## config.mk

```make
export PLATFORM = sky130hd
export DESIGN_NAME = conv_output_packer
export DESIGN_NICKNAME = d
export VERILOG_FILES = /design/src/rtl/conv_pkg.sv /design/src/rtl/requant_leaky.sv /design/src/rtl/conv_output_packer.sv
export SDC_FILE = /design/constraint.sdc
export NUM_CORES = 1
export LEC_CHECK = 0
export ABC_AREA = 1
export CAP_MARGIN = 0
export CORE_ASPECT_RATIO = 0.75
export CORE_MARGIN = 2
export CORE_UTILIZATION = 53
export CTS_CLUSTER_DIAMETER = 80
export DETAILED_ROUTE_END_ITERATION = 16
export PLACE_DENSITY = 0.77
export SLEW_MARGIN = 20
export SYNTH_ARGS = -nofsm -noshare
export SYNTH_HDL_FRONTEND = slang
export SYNTH_SLANG_ARGS = --single-unit
```

## constraint.sdc

```tcl
create_clock -name clk -period 2.6 [get_ports clk]
set_clock_uncertainty 0.05 [all_clocks]
set_input_delay 0.26 -clock clk [delete_from_list [all_inputs] [get_ports clk]]
set_output_delay 0.26 -clock clk [all_outputs]
set_load 0.05 [all_outputs]
```

## src/rtl/conv_pkg.sv

```systemverilog
// Shared conv datapath constants and the requantisation stage record.
package conv_pkg;
    localparam int ACC_WIDTH   = 48;
    localparam int PIXEL_WIDTH = 16;
    localparam int LANES       = 4;
    localparam int LANE_W      = $clog2(LANES);
    localparam int PIX_MAX     = 2 ** (PIXEL_WIDTH - 1) - 1;
    localparam int PIX_MIN     = -(2 ** (PIXEL_WIDTH - 1));

    typedef logic [PIXEL_WIDTH-1:0] pix_t;

    typedef struct packed {
        pix_t pix;
        logic last;
        logic sat;
        logic valid;
    } r_stage_t;
endpackage

```

## src/rtl/requant_leaky.sv

```systemverilog
// Combinational LeakyReLU plus round/shift/saturate of a signed accumulator to one pixel.
module requant_leaky
    import conv_pkg::*;
#(
    parameter int FRAC_BITS   = 8,
    parameter int LEAKY_SHIFT = 3
) (
    input  logic signed [ACC_WIDTH-1:0] acc,
    input  logic                        relu_en,
    output logic [PIXEL_WIDTH-1:0]      pix,
    output logic                        sat
);
    localparam logic signed [ACC_WIDTH:0] ROUND = {{ACC_WIDTH{1'b0}}, 1'b1} << (FRAC_BITS - 1);
    localparam logic signed [ACC_WIDTH:0] Q_MAX = (ACC_WIDTH + 1)'(PIX_MAX);
    localparam logic signed [ACC_WIDTH:0] Q_MIN = (ACC_WIDTH + 1)'(PIX_MIN);

    logic signed [ACC_WIDTH:0] a;
    logic signed [ACC_WIDTH:0] q;

    // One guard bit keeps the rounding add from overflowing at the extremes.
    always_comb begin
        a = {acc[ACC_WIDTH-1], acc};
        if (relu_en && acc[ACC_WIDTH-1]) a = a >>> LEAKY_SHIFT;
        q   = (a + ROUND) >>> FRAC_BITS;
        pix = q[PIXEL_WIDTH-1:0];
        sat = 1'b0;
        if (q > Q_MAX) begin
            pix = Q_MAX[PIXEL_WIDTH-1:0];
            sat = 1'b1;
        end else if (q < Q_MIN) begin
            pix = Q_MIN[PIXEL_WIDTH-1:0];
            sat = 1'b1;
        end
    end
endmodule

```

## src/rtl/conv_output_packer.sv

```systemverilog
// Requantises the accumulator stream and packs LANES pixels per AXI-Stream output beat.
module conv_output_packer
    import conv_pkg::*;
#(
    parameter int FRAC_BITS   = 8,
    parameter int LEAKY_SHIFT = 3
) (
    input  logic                     clk,
    input  logic                     rst_n,
    input  logic                     relu_en,
    input  logic                     clr_stats,
    input  logic [63:0]              s_axis_tdata,
    input  logic                     s_axis_tvalid,
    input  logic                     s_axis_tlast,
    output logic                     s_axis_tready,
    output logic [LANES*PIXEL_WIDTH-1:0] m_axis_tdata,
    output logic [2*LANES-1:0]       m_axis_tkeep,
    output logic                     m_axis_tvalid,
    output logic                     m_axis_tlast,
    input  logic                     m_axis_tready,
    output logic [15:0]              sat_count,
    output logic                     idle
);
    r_stage_t                                r_q, r_d;
    logic [LANES-2:0][PIXEL_WIDTH-1:0]       pack_q, pack_d;
    logic [LANE_W-1:0]                       lane_cnt_q, lane_cnt_d;
    logic [LANES-1:0][PIXEL_WIDTH-1:0]       m_data_q, m_data_d;
    logic [2*LANES-1:0]                      m_keep_q, m_keep_d;
    logic                                    m_last_q, m_last_d;
    logic                                    m_valid_q, m_valid_d;
    logic [15:0]                             sat_count_q, sat_count_d;

    pix_t in_pix;
    logic in_sat;
    logic completes, drain, accept;
    logic unused_tdata;

    assign unused_tdata = ^s_axis_tdata[63:ACC_WIDTH];

    requant_leaky #(.FRAC_BITS(FRAC_BITS), .LEAKY_SHIFT(LEAKY_SHIFT)) u_requant (
        .acc     (s_axis_tdata[ACC_WIDTH-1:0]),
        .relu_en (relu_en),
        .pix     (in_pix),
        .sat     (in_sat)
    );

    always_comb begin
        r_d         = r_q;
        pack_d      = pack_q;
        lane_cnt_d  = lane_cnt_q;
        m_data_d    = m_data_q;
        m_keep_d    = m_keep_q;
        m_last_d    = m_last_q;
        m_valid_d   = m_valid_q;
        sat_count_d = sat_count_q;

        completes = (lane_cnt_q == LANE_W'(LANES - 1)) || r_q.last;
        // A completing pixel can only leave R if the output register is free this cycle.
        drain         = r_q.valid && !(completes && m_valid_q && !m_axis_tready);
        s_axis_tready = rst_n && (!r_q.valid || drain);
        accept        = s_axis_tvalid && s_axis_tready;

        if (accept) r_d = '{pix: in_pix, last: s_axis_tlast, sat: in_sat, valid: 1'b1};
        else if (drain) r_d.valid = 1'b0;

        if (m_axis_tready) m_valid_d = 1'b0;

        if (drain) begin
            if (!completes) begin
                pack_d[lane_cnt_q] = r_q.pix;
                lane_cnt_d         = lane_cnt_q + LANE_W'(1);
            end else begin
                m_data_d = '0;
                m_keep_d = '0;
                for (int i = 0; i < LANES - 1; i++)
                    if (i < int'(lane_cnt_q)) m_data_d[i] = pack_q[i];
                m_data_d[lane_cnt_q] = r_q.pix;
                for (int i = 0; i < LANES; i++)
                    if (i <= int'(lane_cnt_q)) m_keep_d[2*i +: 2] = 2'b11;
                m_last_d   = r_q.last;
                m_valid_d  = 1'b1;
                lane_cnt_d = '0;
            end
        end

        if (clr_stats) sat_count_d = '0;
        else if (drain && r_q.sat && sat_count_q != 16'hFFFF) sat_count_d = sat_count_q + 16'd1;
    end

    always_ff @(posedge clk or negedge rst_n) begin
        if (!rst_n) begin
            r_q         <= '0;
            pack_q      <= '0;
            lane_cnt_q  <= '0;
            m_data_q    <= '0;
            m_keep_q    <= '0;
            m_last_q    <= 1'b0;
            m_valid_q   <= 1'b0;
            sat_count_q <= '0;
        end else begin
            r_q         <= r_d;
            pack_q      <= pack_d;
            lane_cnt_q  <= lane_cnt_d;
            m_data_q    <= m_data_d;
            m_keep_q    <= m_keep_d;
            m_last_q    <= m_last_d;
            m_valid_q   <= m_valid_d;
            sat_count_q <= sat_count_d;
        end
    end

    assign m_axis_tdata  = m_data_q;
    assign m_axis_tkeep  = m_keep_q;
    assign m_axis_tlast  = m_last_q;
    assign m_axis_tvalid = m_valid_q;
    assign sat_count     = sat_count_q;
    assign idle          = !r_q.valid && (lane_cnt_q == '0) && !m_valid_q;
endmodule

```

==> run summary <==
Run status - finished clean
Final hold vios - 0
Root Buffer - clkbuf_16
DRT iter0 DRCs - 987
Synth async-reset ratio - 1.00
Required @ worst endpoint - 2.91 ns
Number of synthesis warnings - 0
Hold slack final - 0.345 ns
CTS tree - yes
Htree depth - 4
RSZ-0062 raised after global routing - true
Full die area - 18000 um^2
Slew Viols, Final - 0
Post-synthesis cell type count - 32
Mapped Avg Cell Area - 6.90 um^2
Die X - 154 um
Max cap viols - 0
CTS max path bufs - 2
Post-Synthesis Cell Area - 8950 um^2
Leakage Power - 6.02 nW
Initial antenna violation count - 0
Seq/Total Area, Yosys - 0.433
Gpl congestion - 0.973
CP Launch Type - input port
FMAX - 399 MHz
CTS Buf Count - 17
Drc violations - 0
Row count - 41
Global-route usage over all layers - 0.288
Arr. time, crit path - 2.82 ns
Largest net degree at the start of global routing - 156
Largest cells by area after synthesis - dfrtp_1 (43%), nand2_1 (21%), o21ai_0 (8.2%), nand3_1 (7.2%), inv_1 (4.7%)
Die Ht - 117 um
Clock slew at reported path FFs - 0.06 ns
Overall Power - 0.0109 W
Vias in the first global route - 8336
Syn-to-layout area delta - 34.2%
Clock Latency Late Sink - 0.42 ns
Worst vdd ir - 678 uV
Seq cells post-synth - 155
Layout cell share with drive strength beyond 1 - 0.129
Final core utilization - 0.720
EDFF count, synth - 0
Top FF cell, synth - dfrtp_1
1st-pass router iterations - 6
Initial core utilization - 0.537
Via count - 9246
Final net count - 1587
PortBufs - 139
Grt ovf - 0
Ant diodes - 0
Worst slew pin tran - 0.866 ns
Final Critical Period - 2.51 ns
Routed wire length - 25.9 mm
Crit-path max FO - 8
HPWL after detailed placement - 18.2 mm
Core ar. - 16700 um^2
Crit share post-route - 0.964
Final ANT Viol Nets - 0
Pwr/cell area - 911 nW/um^2
Relative slew slack - 0.423
Post-synth top area share - 0.433
CP Capture Type - register
WL/cell - 14.9 um
Vias per cell - 5.33
Worst Hold Class - input port to register
Number of I/O pins - 163
Global-route wire length before repair - 41.2 mm
Post-Synthesis Cells - 1298
Most area-hungry cell type in the Yosys netlist - dfrtp_1
Crit path kind - input port to register
Sink Count - 155
Post-Syn Nets - 1377
Setup-failing EPs final - 0
per-layer routing:
metal  up-vias  wire length, um  track usage  share of wire
met5         -                0            0              0
met4         0              365       0.0766          0.014
met3        31             2040       0.0731          0.079
met2       352            11700        0.453           0.45
met1      4313            11800        0.404           0.46
li1       4550                -            -              -
stage by stage:
stage	setup TNS (ns)	area [um^2]	setup WS, ns	std cells
global placement	-10.96	11200	-0.743	1696
detailed placement	-11.42	11200	-0.751	1696
floorplan	0	8970	0.0158	1298
global route	-0.0768	12000	-0.0368	1736
finish	0	12000	0.0943	1736
CTS	0	11800	0.00467	1729
layout make-up:
cell class / count / area [um^2]
clock buffers: 20 / 447
clock inverters: 12 / 139
fillers: 1298 / 4660
inverters: 114 / 428
multi-input cells: 969 / 4480
flip-flops and latches: 155 / 3880
well taps: 215 / 269
repair buffers: 251 / 2370
cell usage after synthesis (2+ instances only):
library cell  count
a21oi_1          26
nor3_1           11
ha_1              8
inv_1           112
and2_1            2
buf_4            13
clkbuf_1         37
buf_6             4
nor2_4            3
nand2_2           4
nand4_1           9
nor4_1            2
nand3_1         129
buf_1             3
buf_2             4
o21ai_0         147
nor2_1           84
xor2_1           12
nand2_1         501
dfrtp_1         155
nor2_2            7
nor3b_1           3
a221oi_1          2
xnor2_1           4
or2_2             2
nand3b_1          8
critical path, cell delays in order:
cell and delay, ns:
clkdlybuf4s50_1 0.51, nand3_1 0.10, nand2_2 0.10, nand2_1 0.07
nor2_2 0.16, nand2_1 0.11, nor2_4 0.15, buf_12 0.13
buf_4 0.11, nand3_1 0.08, nand2_1 0.07, nand2_1 0.06
nor2_1 0.10, nand2_1 0.06, nor2_1 0.15, nand3_2 0.18
nand2_2 0.22, nand3_1 0.10, nand2_1 0.08
worst paths after layout:
kind / slack (ns) / end / startpoint / depth (start not counted)
min: 0.34 / r_q[2]$_DFFE_PN0P_ / s_axis_tlast / 3
max in group asynchronous: 1.33 / pack_q[29]$_DFFE_PN0P_ / rst_n / 3
min reg2reg: 0.43 / m_axis_tdata[30]$_DFFE_PN0P_ / m_axis_tdata[30]$_DFFE_PN0P_ / 2
min in group asynchronous: 0.47 / sat_count[13]$_DFFE_PN0P_ / rst_n / 3
max reg2reg: 0.22 / sat_count[14]$_DFFE_PN0P_ / lane_cnt_q[0]$_DFFE_PN0P_ / 10
max: 0.09 / r_q[6]$_DFFE_PN0P_ / s_axis_tdata[19] / 19
logic make-up (layout without fill, tap and decap cells):
family | after synthesis | in the layout | share of synthesized area
XOR/XNOR | 16 | 16 | 0.0157
AND/OR/NAND/NOR | 768 | 769 | 0.358
AO/OA/AOI/OAI | 176 | 176 | 0.0992
adder cells (fa/ha/maj) | 8 | 8 | 0.0112
buffers and inverters | 175 | 397 | 0.0827
flip-flops | 155 | 155 | 0.433
sequential cells by signal (all words and copies together) (netlist names):
signal / flops
m_axis_tvalid: 1
m_axis_tkeep: 4
sat_count: 16
m_axis_tdata: 64
lane_cnt_q: 2
m_axis_tlast: 1
r_q: 19
pack_q: 48
where the power goes:
| group | switching, W | internal, W |
|---|---|---|
| clock | 0.00102 | 0.00145 |
| combinational | 0.00321 | 0.00157 |
| sequential | 0.000474 | 0.00322 |
cells in the final DEF, fill, tap and decap left out, drive strengths merged, types with 9 or more instances in the layout:
cell	Yosys	layout
nand2	506	507
xor2	12	12
a21oi	26	26
o21ai	148	148
buf	24	114
clkdlybuf4s50	0	129
nand4	9	9
nor2	94	94
inv	113	116
dfrtp	155	155
clkbuf	37	22
nand3	130	130
nor3	11	11
what timing repair did:
item / in CTS / in global routing
gates resized for setup: 4 / 41
cloned: 0 / 1
endpoints found under the hold margin: 77 / 0
setup buffers: 0 / 6
pin swaps: 2 / 18
endpoints found under the setup margin: 17 / 19
hold buffers: 1 / 0
(Power assumes the default switching activity.)
